## src/rtl/sobel_pkg.sv

```systemverilog
// Shared definitions for the sobel frame controller: FSM states, threshold mode codes,
// the configuration record and the saturating helper used by the edge statistics.
package sobel_pkg;

    typedef enum logic [1:0] {
        S_IDLE   = 2'd0,
        S_VSYNC  = 2'd1,
        S_ACTIVE = 2'd2
    } state_t;

    typedef enum logic [1:0] {
        MODE_FIXED      = 2'b00,
        MODE_ADAPTIVE   = 2'b01,
        MODE_HYSTERESIS = 2'b10
    } mode_t;

    localparam logic [7:0] SOBEL_DEF_THRESHOLD = 8'd100;
    localparam int         EDGE_CNT_W          = 20;

    typedef struct packed {
        logic       sobel_en;
        logic [7:0] threshold;
        logic [1:0] mode;
    } cfg_t;

    function automatic logic [EDGE_CNT_W-1:0] sat_inc_edge(input logic [EDGE_CNT_W-1:0] value);
        return (&value) ? value : value + 1'b1;
    endfunction

endpackage

```

## src/rtl/sobel_timing_cnt.sv

```systemverilog
// Line/frame geometry counters for the sobel frame controller: column and row position,
// completed-frame count and the sticky line/frame length error flags.
module sobel_timing_cnt #(
    parameter int IMG_WIDTH  = 640,
    parameter int IMG_HEIGHT = 480,
    localparam int COL_W     = $clog2(IMG_WIDTH + 1),
    localparam int ROW_W     = $clog2(IMG_HEIGHT + 1)
) (
    input  logic             clk,
    input  logic             rst_n,
    input  logic             active,
    input  logic             frame_start,
    input  logic             frame_end,
    input  logic             href,
    input  logic             err_clr,
    output logic [COL_W-1:0] col_count,
    output logic [ROW_W-1:0] row_count,
    output logic             frame_done,
    output logic [15:0]      frame_cnt,
    output logic             err_line,
    output logic             err_frame
);

    localparam logic [COL_W-1:0] WIDTH_MAX  = COL_W'(IMG_WIDTH);
    localparam logic [ROW_W-1:0] HEIGHT_MAX = ROW_W'(IMG_HEIGHT);

    logic href_d;
    logic line_end;
    logic line_bad;
    logic frame_bad;

    // href history only tracks the active window so a line straddling vsync never counts
    assign line_end  = active & href_d & ~href;
    assign line_bad  = line_end && (col_count != WIDTH_MAX);
    assign frame_bad = frame_end && (row_count != HEIGHT_MAX);

    always_ff @(posedge clk or negedge rst_n) begin
        if (!rst_n) begin
            href_d    <= 1'b0;
            col_count <= '0;
            row_count <= '0;
        end else begin
            href_d <= active & href;

            if (!active || !href) begin
                col_count <= '0;
            end else if (col_count != WIDTH_MAX) begin
                col_count <= col_count + 1'b1;
            end

            if (frame_start) begin
                row_count <= '0;
            end else if (line_end && (row_count != HEIGHT_MAX)) begin
                row_count <= row_count + 1'b1;
            end
        end
    end

    always_ff @(posedge clk or negedge rst_n) begin
        if (!rst_n) begin
            frame_done <= 1'b0;
            frame_cnt  <= '0;
        end else begin
            frame_done <= frame_end;
            if (frame_end) begin
                frame_cnt <= frame_cnt + 1'b1;
            end
        end
    end

    // A newly detected error wins over a simultaneous clear so it is never lost
    always_ff @(posedge clk or negedge rst_n) begin
        if (!rst_n) begin
            err_line  <= 1'b0;
            err_frame <= 1'b0;
        end else begin
            if (line_bad) begin
                err_line <= 1'b1;
            end else if (err_clr) begin
                err_line <= 1'b0;
            end

            if (frame_bad) begin
                err_frame <= 1'b1;
            end else if (err_clr) begin
                err_frame <= 1'b0;
            end
        end
    end

endmodule

```

## src/rtl/sobel_frame_ctrl.sv

```systemverilog
// Frame controller for the sobel edge pipeline: vsync/href FSM, frame-boundary configuration
// commit and optional per-frame edge statistics (enabled by defining SOBEL_CTRL_STATS_EN).
module sobel_frame_ctrl
    import sobel_pkg::*;
#(
    parameter int         IMG_WIDTH     = 640,
    parameter int         IMG_HEIGHT    = 480,
    parameter logic [7:0] DEF_THRESHOLD = SOBEL_DEF_THRESHOLD
) (
    input  logic                              clk,
    input  logic                              rst_n,
    input  logic                              vsync,
    input  logic                              href,
    input  logic                              cfg_valid,
    input  logic                              cfg_sobel_en,
    input  logic [7:0]                        cfg_threshold,
    input  logic [1:0]                        cfg_mode,
    output logic                              cfg_ack,
    output logic                              act_sobel_en,
    output logic [7:0]                        act_threshold,
    output logic [1:0]                        act_mode,
    input  logic                              binary_valid,
    input  logic                              binary_pixel,
    output logic                              frame_active,
    output logic [$clog2(IMG_WIDTH+1)-1:0]    col_count,
    output logic [$clog2(IMG_HEIGHT+1)-1:0]   row_count,
    output logic                              frame_done,
    output logic [15:0]                       frame_cnt,
    output logic                              err_line,
    output logic                              err_frame,
    input  logic                              err_clr,
    output logic [EDGE_CNT_W-1:0]             edge_count
);

    state_t state;
    state_t state_next;
    logic   frame_start;
    logic   frame_end;
    logic   commit;

    cfg_t   cfg_in;
    cfg_t   shadow;
    logic   pending;

    always_ff @(posedge clk or negedge rst_n) begin
        if (!rst_n) begin
            state <= S_IDLE;
        end else begin
            state <= state_next;
        end
    end

    // Leaving IDLE or ACTIVE on a vsync rise is a frame boundary and the only commit point
    always_comb begin
        state_next  = state;
        frame_start = 1'b0;
        frame_end   = 1'b0;
        commit      = 1'b0;
        case (state)
            S_IDLE: begin
                if (vsync) begin
                    state_next = S_VSYNC;
                    commit     = 1'b1;
                end
            end
            S_VSYNC: begin
                if (!vsync) begin
                    state_next  = S_ACTIVE;
                    frame_start = 1'b1;
                end
            end
            S_ACTIVE: begin
                if (vsync) begin
                    state_next = S_VSYNC;
                    frame_end  = 1'b1;
                    commit     = 1'b1;
                end
            end
            default: begin
                state_next = S_IDLE;
            end
        endcase
    end

    assign frame_active = (state == S_ACTIVE);

    always_comb begin
        cfg_in           = '0;
        cfg_in.sobel_en  = cfg_sobel_en;
        cfg_in.threshold = cfg_threshold;
        cfg_in.mode      = cfg_mode;
    end

    // A write landing on the commit cycle bypasses the shadow and goes straight out
    always_ff @(posedge clk or negedge rst_n) begin
        if (!rst_n) begin
            shadow        <= '0;
            pending       <= 1'b0;
            cfg_ack       <= 1'b0;
            act_sobel_en  <= 1'b0;
            act_threshold <= DEF_THRESHOLD;
            act_mode      <= MODE_FIXED;
        end else begin
            cfg_ack <= 1'b0;
            if (commit && cfg_valid) begin
                act_sobel_en  <= cfg_in.sobel_en;
                act_threshold <= cfg_in.threshold;
                act_mode      <= cfg_in.mode;
                cfg_ack       <= 1'b1;
                pending       <= 1'b0;
            end else if (commit && pending) begin
                act_sobel_en  <= shadow.sobel_en;
                act_threshold <= shadow.threshold;
                act_mode      <= shadow.mode;
                cfg_ack       <= 1'b1;
                pending       <= 1'b0;
            end else if (cfg_valid) begin
                shadow  <= cfg_in;
                pending <= 1'b1;
            end
        end
    end

    sobel_timing_cnt #(
        .IMG_WIDTH  (IMG_WIDTH),
        .IMG_HEIGHT (IMG_HEIGHT)
    ) u_timing (
        .clk         (clk),
        .rst_n       (rst_n),
        .active      (frame_active),
        .frame_start (frame_start),
        .frame_end   (frame_end),
        .href        (href),
        .err_clr     (err_clr),
        .col_count   (col_count),
        .row_count   (row_count),
        .frame_done  (frame_done),
        .frame_cnt   (frame_cnt),
        .err_line    (err_line),
        .err_frame   (err_frame)
    );

`ifdef SOBEL_CTRL_STATS_EN
    logic [EDGE_CNT_W-1:0] edge_acc;
    logic [EDGE_CNT_W-1:0] edge_total;

    // The total is latched on the same edge that raises frame_done so both appear together
    always_ff @(posedge clk or negedge rst_n) begin
        if (!rst_n) begin
            edge_acc   <= '0;
            edge_total <= '0;
        end else begin
            if (frame_start) begin
                edge_acc <= '0;
            end else if (frame_active && binary_valid && binary_pixel) begin
                edge_acc <= sat_inc_edge(edge_acc);
            end
            if (frame_end) begin
                edge_total <= edge_acc;
            end
        end
    end

    assign edge_count = edge_total;
`else
    logic unused_binary;
    assign unused_binary = binary_valid ^ binary_pixel;
    assign edge_count    = '0;
`endif

endmodule

```

## config.mk

```make
export PLATFORM = sky130hd
export DESIGN_NAME = sobel_frame_ctrl
export DESIGN_NICKNAME = d
export VERILOG_FILES = /design/src/rtl/sobel_pkg.sv /design/src/rtl/sobel_timing_cnt.sv /design/src/rtl/sobel_frame_ctrl.sv
export SDC_FILE = /design/constraint.sdc
export NUM_CORES = 1
export LEC_CHECK = 0
export CORE_MARGIN = 4
export CORE_UTILIZATION = 40
export DETAILED_ROUTE_END_ITERATION = 10
export GPL_ROUTABILITY_DRIVEN = 1
export PLACE_DENSITY = 0.73
export SYNTH_ARGS = -nofsm -noshare
export SYNTH_HDL_FRONTEND = slang
export SYNTH_SLANG_ARGS = --single-unit
```

## constraint.sdc

```tcl
create_clock -name clk -period 1.7 [get_ports clk]
set_input_delay 0.17 -clock clk [delete_from_list [all_inputs] [get_ports clk]]
set_output_delay 0.17 -clock clk [all_outputs]
set_load 0.005 [all_outputs]
```

==> results of run 1 <==
power by group through the flow:
stage	sequential, mW	combinational [mW]	clock, mW
finish	1.87	0.728	1.60
global route	1.90	0.808	1.70
CTS	1.87	0.734	1.64
detailed placement	1.90	0.728	0
global placement	1.89	0.713	0
floorplan	1.89	0.325	0
kinds of logic (layout without fill, tap and decap cells):
logic type / after synthesis / after routing / share of synthesized area [%]
DFF: 65 / 65 / 53.0
muxes: 14 / 14 / 5.05
and+or+nand+nor: 86 / 86 / 15.8
other: 1 / 20 / 0.122
xor gates and xnor gates: 30 / 30 / 8.55
adders and majority gates: 5 / 5 / 2.04
buffers and inverters: 40 / 119 / 7.33
AOI/OAI and AO/OA: 42 / 42 / 8.06
worst paths after layout:
check                                       startpoint                      to  cells after the start
worst max-delay path             u_timing.col_count[2]   u_timing.col_count[1]                      4
min in group clk                               err_clr       u_timing.err_line                      3
worst min register to register  u_timing.frame_cnt[15]  u_timing.frame_cnt[15]                      1
max in group asynchronous                        rst_n        act_threshold[6]                      3
worst min-delay path                             rst_n   u_timing.col_count[5]                      3
worst max register to register   u_timing.col_count[2]   u_timing.col_count[1]                      4
cells in the final DEF, fill, tap and decap left out, types with 2 or more instances in the layout:
master,n
ha_1,5
dfrtp_2,2
clkdlybuf4s50_1,66
mux2i_1,2
nand3b_1,4
dfstp_2,3
conb_1,20
a21oi_1,13
dfrtp_1,60
o21ai_0,5
buf_4,23
nor3_1,6
inv_1,10
nor4_1,4
nand2_1,16
buf_12,2
or3_1,2
xor2_1,8
o22ai_1,19
nand2b_1,2
and3_1,2
nor2_1,17
clkbuf_8,10
xnor2_1,22
bufinv_16,3
mux2_2,12
nand3_1,10
nand4_1,8
and4_1,2
registers in the layout, summed over array words and instances, names as in the netlist:
register	count
act_sobel_en	1
u_timing.err_frame	1
act_mode	2
u_timing.col_count	10
u_timing.href_d	1
u_timing.err_line	1
cfg_ack	1
u_timing.frame_done	1
u_timing.frame_cnt	16
u_timing.row_count	9
state	2
act_threshold	8
pending	1
shadow	11
area by class of cell:
class                           instances  area (um2)  area share [%]
Sequential cell                        65        1630            38.5
Timing Repair Buffer                   93         888            21.0
Inverter                               10        37.5           0.886
Tap cell                               99         124            2.92
Clock inverter                          5         103            2.42
Clock buffer                           11         141            3.34
Multi-Input combinational cell        197        1310            30.9
worst register-to-register path, cell delays in order (launching register included):
cell	delay (ns)
dfrtp_1	0.38
or4b_4	0.55
nor4_4	0.28
mux2i_1	0.23
nor2_1	0.05
Yosys cell counts:
library cell	number
a21boi_0	1
a21oi_1	13
a22o_1	1
a31oi_1	1
and3_1	2
and3_2	1
and3b_1	1
and4_1	2
and4_2	1
buf_4	20
clkbuf_1	10
conb_1	1
dfrtp_1	62
dfstp_2	3
ha_1	5
inv_1	10
mux2_2	12
mux2i_1	2
nand2_1	16
nand2b_1	2
nand3_1	10
nand3b_1	4
nand4_1	8
nand4b_1	1
nand4bb_1	1
nor2_1	17
nor2_2	1
nor2b_1	2
nor3_1	6
nor3b_1	1
nor4_1	5
nor4_4	1
nor4b_1	1
o21ai_0	5
o22ai_1	19
o2bb2ai_1	1
o31ai_1	1
or3_1	2
or4b_4	1
xnor2_1	22
xor2_1	8
metrics by stage:
step	worst slack [ns]	hold slack (ns)
floorplan	0.0598	-0.126
global placement	-0.0137	0.212
detailed placement	-0.0378	0.216
CTS	0.0181	0.380
global route	-0.0108	0.419
finish	0.0843	0.367
per-layer routing:
| layer | global-route usage [%] | up-vias | share of wire, % |
|---|---|---|---|
| met5 | 0 | - | 0 |
| met4 | 6.04 | 0 | 1.4 |
| met3 | 4.34 | 9 | 6.3 |
| met2 | 25.8 | 73 | 49 |
| met1 | 19.7 | 1165 | 43 |
| li1 | - | 1143 | - |
timing repair:
action / in CTS / in global routing
hold buffers: 1 / 0
hold endpoints to repair: 62 / 0
gates cloned: 0 / 0
buffers inserted: 0 / 0
endpoints found under the setup margin: 1 / 8
resized for setup: 2 / 4
==> qor.yml, run 1 <==
floorplanning:
  number_of_rows_in_the_core_area: 31
  effective_utilization_at_floorplan_pct: 41.7
  die_height_um: 95.7
  pin_count: 90
  die_footprint_um2: 9150
  die_w_um: 95.7
  placeableCoreArea_um2: 7370
critical_path:
  cp_arrival_ns: 1.82
  critPathCaptureType: "register"
  worstPathCellList: "or4b_4 -> nor4_4 -> mux2i_1 -> nor2_1"
  cp_slowest_stage_delay_ns: 0.55
  buf_inv_on_cp: 0
  cp_data_required_time_ns: 1.90
  critPathKind: "register to register"
  regToRegSetupSlack_ns: 0.08
  timing.critical_path.slowest_stage_cell: "or4b_4"
  critical_path_peak_fanout: 4
  critPathTopFamily: "simple AND/OR/NAND/NOR gates"
  critical_path.startpoint_type: "register"
layout:
  area_added_between_synthesis_and_finish_pct: 37.8
  final-instance-count-excl-fill: 480
  final_net_count: 400
  fin_area_um2: 4240
  final_layout_size_suffix_gt1_share_pct: 17.3
  insertedDiodeCount: 0
  final_core_utilization_pct: 57.5
  fill_cells: 623
drt:
  finalWirelength_mm: 6.69
  drtAntennaViolNets: 0
  wl_per_cell_um: 13.9
  overall_via_count_from_detail_route: 2390
  dr.first_iter.drc_count: 59
  drt_drc_violations_left: 0
  drt-vias-per-instance: 4.98
  drt_pre_antenna_iters: 4
sta:
  report.final.setup_viol: 0
  skew_ns: 0.00925
  final_worst_path_cycle_share_pct: 95.0
  finalMaxSlewViolations: 0
  setup_total_negative_slack_ns: 0
  grt_setup_unrepaired: "true"
  tightestPinTransition_ns: 0.509
  period_minus_slack_ns: 1.62
  max-slew-margin-rel_pct: 66.1
  final-hold-violation-count: 0
  timing.fmax_mhz: 619
logic_synthesis:
  ys_ff_latch: 65
  synth_top_cells_by_area: "dfrtp_1 (50%), xnor2_1 (6.3%), buf_4 (4.9%)"
  netlist_area_um2: 3070
  synth.lib_cells_used.distinct: 41
  synth.yosys.warnings: 0
  post_synth_inst_count: 283
  seq_area_frac_synth_pct: 53.0
  synthDominantAreaCellType: "dfrtp_1"
  synth_largest_type_area_fraction_pct: 50.5
  postSynthAreaPerCell_um2: 10.9
global_route:
  initial_antenna_violation_count: 0
  largest_net_degree_at_the_start_of_global_routing: 66
  grt_pass1_wl_mm: 11.2
  first_global_vias: 2397
  grt_overflow_total: 0
  groute.usage.overall_pct: 15.7
placed_design:
  routabilityCongestion: 0.789
  numPlacedInstances: 463
  io_buffers: 67
  placed_cell_area_um2: 3960
  dpl.hpwl_mm: 4.76
clock_network:
  clockBufferDepth: 2
  htree_num_levels: 3
  clkTransAtPathRegs_ns: 0.07
  insertion_delay_ns: 0.33
  clock_tree.root_cell: "clkbuf_8"
  tritoncts_clock_tree: "built"
  tritoncts_buffer_count: 9
  cts_num_sinks: 65
outcome:
  status: "finished clean"
power_and_ir_drop:
  leakage_power_total_nw: 1.80
  pd_cells_nw_per_um2: 992
  power.switching_mw: 1.01
  combPwrFrac_pct: 17.3
  p_clk_share_pct: 38.1
  post-layout-total-power_mw: 4.20
  switching_share_pct: 24.1
  seq_power_share_pct: 44.6
  vdd_ir_drop_max_uv: 432
  internal_power_mw: 3.19
worst_hold_path:
  holdCritPathClass: "input port to async pin"
run:
  max_cap_violations: 0
Power figures use the tool's default switching activity.
==> inputs of run 2 (changes only) <==
--- a/config.mk
+++ b/config.mk
@@ -6,10 +6,10 @@
 export NUM_CORES = 1
 export LEC_CHECK = 0
 export CORE_MARGIN = 4
-export CORE_UTILIZATION = 40
+export CORE_UTILIZATION = 43
 export DETAILED_ROUTE_END_ITERATION = 10
 export GPL_ROUTABILITY_DRIVEN = 1
-export PLACE_DENSITY = 0.73
+export PLACE_DENSITY = 0.78
 export SYNTH_ARGS = -nofsm -noshare
 export SYNTH_HDL_FRONTEND = slang
 export SYNTH_SLANG_ARGS = --single-unit
==> run 2 against run 1 <==
Compared with the run above:
- clock-buffer cell count decreased by 1
- critical endpoint is now frame_active
- combinational power decreased by 4.7%
- total power decreased by 10%
- largest power group unchanged
==> qor.yml, run 2 (synthesis results as in run 1) <==
outcome:
  status: "finished clean"
critical_path:
  critPathCaptureType: "primary output"
  worst_setup_path_startpoint: "state[0]"
  cp_arrival_ns: 1.48
  cp_data_required_time_ns: 1.53
  worstPathCellList: "nor2b_2 -> clkdlybuf4s50_1"
  critPathTopFamily: "buffers and inverters"
  crit_reg_reg_endpoint: "u_timing.col_count[1]"
  timing.critical_path.slowest_stage_cell: "clkdlybuf4s50_1"
  critical_path.startpoint_type: "register"
  critPathKind: "register to primary output"
  buf_inv_on_cp: 1
  critical_path_peak_fanout: 9
  regToRegStartpoint: "u_timing.col_count[2]"
  critical_path_depth: 2
  worstRegToRegCells: 4
  regToRegSetupSlack_ns: 0.09
  cp_slowest_stage_delay_ns: 0.52
sta:
  tightestPinTransition_ns: 0.529
  grt_setup_unrepaired: "false"
  finalMaxSlewViolations: 0
  setup_total_negative_slack_ns: 0
  final-hold-violation-count: 0
  report.final.setup_viol: 0
  timing.fmax_mhz: 605
  fin_hold_ws_ns: 0.367
  skew_ns: 0.00730
  max-slew-margin-rel_pct: 64.7
  final_worst_path_cycle_share_pct: 97.2
  period_minus_slack_ns: 1.65
power_and_ir_drop:
  combPwrFrac_pct: 18.4
  post-layout-total-power_mw: 3.77
  switching_share_pct: 27.9
  p_clk_share_pct: 31.5
  vdd_ir_drop_max_uv: 489
  power.switching_mw: 1.05
  seq_power_share_pct: 50.1
  leakage_power_total_nw: 1.74
  pd_cells_nw_per_um2: 912
  internal_power_mw: 2.72
layout:
  layout.cells.most_common_list: "clkdlybuf4s50_1 (66), dfrtp_1 (60), xnor2_1 (22)"
  top_register: "u_timing.frame_cnt"
  layout_commonest_cell: "clkdlybuf4s50_1"
  fin_area_um2: 4140
  fill_cells: 579
  area_added_between_synthesis_and_finish_pct: 34.6
  largest_reg_flops: 16
  largestRegisters: "u_timing.frame_cnt x16, shadow x11, u_timing.col_count x10"
  final_net_count: 397
  final_layout_size_suffix_gt1_share_pct: 17.2
  insertedDiodeCount: 0
worst_hold_path:
  holdCritPathClass: "input port to async pin"
drt:
  wl_per_cell_um: 14.4
  drtAntennaViolNets: 0
  drt-vias-per-instance: 5.11
  drt_pre_antenna_iters: 5
  finalWirelength_mm: 6.84
  dr.first_iter.drc_count: 85
  drt_drc_violations_left: 0
  overall_via_count_from_detail_route: 2424
run:
  max_cap_violations: 0
floorplanning:
  placeableCoreArea_um2: 6870
  die_w_um: 92.6
  number_of_rows_in_the_core_area: 30
  pin_count: 90
  die_height_um: 92.6
  die_footprint_um2: 8570
  effective_utilization_at_floorplan_pct: 44.8
global_route:
  groute.usage.overall_pct: 16.6
  first_global_vias: 2463
  grt_overflow_total: 0
  initial_antenna_violation_count: 0
  grt_pass1_wl_mm: 11.5
  largest_net_degree_at_the_start_of_global_routing: 66
placed_design:
  dpl.hpwl_mm: 4.81
  io_buffers: 67
  routabilityCongestion: 0.842
  placed_cell_area_um2: 3920
clock_network:
  cts_setup_buffers: 0
  clockBufferDepth: 2
  tritoncts_buffer_count: 9
  clock_tree.root_cell: "clkbuf_8"
  htree_num_levels: 3
  tritoncts_clock_tree: "built"
  clkTransAtPathRegs_ns: 0.07
  insertion_delay_ns: 0.34
  cts_num_sinks: 65
run 2: cell count changes in the layout (fill, tap and decap cells not counted), sizes merged:
cell | previous run | this run
buf | 26 | 23
bufinv | 3 | 0
clkinvlp | 1 | 4
clkbuf | 11 | 10
clkinv | 1 | 2
run 2: worst min-delay path, delay by kind of cell:
family,cells,cell delay (ns)
buffers and inverters,3,0.94
run 2: worst max path at each step:
stage,endpoint,slack [ns]
2_1_floorplan,u_timing.col_count[1],0.06
3_3_place_gp,u_timing.frame_cnt[15],-0.02
3_5_place_dp,act_sobel_en,-0.08
4_1_cts,frame_active,0.02
5_1_grt,u_timing.frame_cnt[15],0.008
6_report,frame_active,0.05
run 2: power by group through the flow:
stage / Sequential, mW / Clock [mW] / Combinational [mW]
floorplan: 1.89 / 0 / 0.325
CTS: 1.89 / 1.21 / 0.697
global placement: 1.90 / 0 / 0.670
global route: 1.92 / 1.28 / 0.769
finish: 1.89 / 1.19 / 0.694
detailed placement: 1.92 / 0 / 0.691
run 2: layout make-up:
cell class | instances | area, um2 | area share [%]
inverters | 10 | 37.5 | 0.907
clock inverters | 6 | 43.8 | 1.06
well taps | 96 | 120 | 2.90
multi-input cells | 197 | 1310 | 31.7
clock buffers | 10 | 138 | 3.33
flip-flops and latches | 65 | 1630 | 39.5
repair buffers | 90 | 853 | 20.6
run 2: repair_timing:
action	4_1_cts	5_1_grt
setup endpoints to repair	1	10
hold buffers	1	0
endpoints found under the hold margin	62	0
gates resized for setup	2	4
run 2: stage by stage:
step	instances	utilization, %	setup slack (ns)
floorplan	302	-	0.0598
global placement	457	57.1	-0.0191
detailed placement	457	57.1	-0.0830
CTS	474	59.9	0.0170
global route	474	60.2	0.00839
finish	474	60.2	0.0481
run 2: routing by layer:
layer,vias up,wire [um],track usage (%),share of wire (%)
li1,1139,-,-,-
met1,1180,2970,21.1,43
met2,90,3300,26.6,48
met3,15,446,4.31,6.5
met4,0,122,7.67,1.8
met5,-,0,0,0
==> inputs of run 3 (changes only) <==
--- a/config.mk
+++ b/config.mk
@@ -5,11 +5,14 @@
 export SDC_FILE = /design/constraint.sdc
 export NUM_CORES = 1
 export LEC_CHECK = 0
+export ABC_CLOCK_PERIOD_IN_PS = 1700
+export CELL_PAD_IN_SITES_DETAIL_PLACEMENT = 1
+export CELL_PAD_IN_SITES_GLOBAL_PLACEMENT = 2
 export CORE_MARGIN = 4
-export CORE_UTILIZATION = 43
+export CORE_UTILIZATION = 26
 export DETAILED_ROUTE_END_ITERATION = 10
 export GPL_ROUTABILITY_DRIVEN = 1
-export PLACE_DENSITY = 0.78
+export PLACE_DENSITY = 0.76
 export SYNTH_ARGS = -nofsm -noshare
 export SYNTH_HDL_FRONTEND = slang
 export SYNTH_SLANG_ARGS = --single-unit
==> run 3 against run 2 <==
Compared with the run above:
- setup slack gained 0.025 ns
- register-to-register slack lost 0.02 ns
- total power grew 19%
- clock power grew 57%
- sequential power is essentially flat
- combinational power grew 3.3%
- critical endpoint unchanged
- clock-buffer cell count grew 3
- first-iteration DRC count is the same
- flip-flop and latch count is the same
- critical path type unchanged
==> qor.yml, run 3 (synthesis results as in run 1) <==
sta:
  tightestPinTransition_ns: 0.566
  report.final.setup_viol: 0
  max-slew-margin-rel_pct: 62.3
  period_minus_slack_ns: 1.63
  timing.fmax_mhz: 615
  setup_ws_ns: 0.0729
  grt_setup_unrepaired: "true"
  final-hold-violation-count: 0
  final_worst_path_cycle_share_pct: 95.7
  finalMaxSlewViolations: 0
  skew_ns: 0.00440
layout:
  layout_commonest_cell: "clkdlybuf4s50_1"
  top_register: "u_timing.frame_cnt"
  ff_latch_area_um2: 1630
  area_added_between_synthesis_and_finish_pct: 41.2
  final_net_count: 400
  final-instance-count-excl-fill: 524
  largestRegisters: "u_timing.frame_cnt x16, shadow x11, u_timing.col_count x10"
  fill_cells: 1296
  insertedDiodeCount: 0
  layout.cells.most_common_list: "clkdlybuf4s50_1 (66), dfrtp_1 (60), xnor2_1 (22), buf_4 (22), conb_1 (20)"
  final_core_utilization_pct: 37.7
  final_layout_size_suffix_gt1_share_pct: 17.1
  area_taken_by_multi_input_logic_gates_um2: 1310
  largest_reg_flops: 16
critical_path:
  critPathCaptureType: "primary output"
  worstPathCellList: "nor2b_2 -> clkdlybuf4s50_1"
  worstRegToRegCells: 4
  timing.critical_path.slowest_stage_cell: "clkdlybuf4s50_1"
  cp_data_required_time_ns: 1.53
  critPathTopFamily: "buffers and inverters"
  crit_reg_reg_endpoint: "u_timing.col_count[1]"
  critical_path.startpoint_type: "register"
  critical_path_peak_fanout: 7
  regToRegStartpoint: "u_timing.col_count[2]"
  buf_inv_on_cp: 1
  cp_arrival_ns: 1.46
  regToRegSetupSlack_ns: 0.07
  cp_slowest_stage_delay_ns: 0.53
  critPathKind: "register to primary output"
clock_network:
  clkTransAtPathRegs_ns: 0.05
  htree_num_levels: 3
  cts_num_sinks: 65
  tritoncts_buffer_count: 9
  tritoncts_clock_tree: "built"
  clock_tree.root_cell: "clkbuf_16"
  insertion_delay_ns: 0.33
  clockBufferDepth: 2
global_route:
  largest_net_degree_at_the_start_of_global_routing: 66
  grt_overflow_total: 0
  initial_antenna_violation_count: 0
  groute.usage.overall_pct: 12.2
  grt_pass1_wl_mm: 13.2
  first_global_vias: 2573
worst_hold_path:
  holdCritPathClass: "input port to async pin"
outcome:
  status: "finished clean"
placed_design:
  io_buffers: 67
  place_ws_ns: -0.0981
  routabilityCongestion: 0.747
  dpl.hpwl_mm: 5.41
  numPlacedInstances: 504
drt:
  finalWirelength_mm: 7.82
  drt_drc_violations_left: 0
  dr.first_iter.drc_count: 85
  drtAntennaViolNets: 0
  drt_pre_antenna_iters: 4
  wl_per_cell_um: 14.9
  overall_via_count_from_detail_route: 2386
  drt-vias-per-instance: 4.55
floorplanning:
  die_height_um: 117
  number_of_rows_in_the_core_area: 39
  die_w_um: 117
  die_footprint_um2: 13600
  effective_utilization_at_floorplan_pct: 26.7
  pin_count: 90
  placeableCoreArea_um2: 11500
power_and_ir_drop:
  vdd_ir_drop_max_uv: 422
  pd_cells_nw_per_um2: 1030
  leakage_power_total_nw: 1.82
  post-layout-total-power_mw: 4.48
run:
  max_cap_violations: 0
==> run 3: changes by cell type in the layout (fill, tap and decap cells not counted) <==
cell        delta
buf_12         +1
buf_4          +1
bufinv_16      +1
clkbuf_1       +2
clkbuf_16      +9
clkbuf_2       +1
clkbuf_8       -8
clkinv_2       +1
clkinv_4       -1
clkinvlp_4     -4
nor4_1         +1
nor4_2         -1
==> run 3: how the worst max path moves through the flow <==
stage | startpoint | to | slack [ns] | cells after the start
floorplan | u_timing.col_count[2] | u_timing.col_count[1] | 0.06 | 4
global placement | vsync | u_timing.frame_cnt[15] | -0.05 | 6
detailed placement | vsync | act_sobel_en | -0.1 | 5
CTS | state[0] | frame_active | 0.005 | 2
global route | u_timing.col_count[2] | u_timing.col_count[1] | -0.07 | 4
finish | state[1] | frame_active | 0.07 | 2
==> run 3: final cells by class <==
cell class                 instances  share of cell area [%]
sequential                        65                    37.6
multi-input combinational        197                    30.1
timing repair buffer              93                    20.4
clock buffer                      13                    6.00
tap                              143                    4.12
clock inverter                     3                   0.922
inverter                          10                   0.865
==> run 3: report_power, final <==
group	internal (mW)	total, mW	switching (mW)
Sequential	1.73	1.89	0.157
Clock	1.21	1.87	0.662
Combinational	0.435	0.717	0.282
Total	3.38	4.48	1.10
==> run 3: timing repair <==
action / 4_1_cts / 5_1_grt
setup endpoints to repair: 1 / 11
hold buffers: 1 / 0
resized for setup: 2 / 3
hold endpoints to repair: 62 / 0
buffers inserted: 0 / 3
==> run 3: metal layers <==
layer  wire (um)  GRT usage, %
met2        3710          19.5
met1        3620          15.9
met5           0             0
met4          89          4.20
met3         395          3.47
==> run 3: worst min-delay path, delay by kind of cell <==
family   cells  cell delay, ns
buf+inv      3            0.93
==> run 3: per-stage QoR <==
stage / hold slack [ns] / setup TNS [ns] / area, um2
after detailed placement: 0.225 / -1.03 / 3990
after CTS: 0.418 / 0 / 4310
after global routing: 0.442 / -0.0730 / 4340
final: 0.383 / 0 / 4340
after global placement: 0.219 / -0.317 / 3990
after floorplan: -0.126 / 0 / 3150
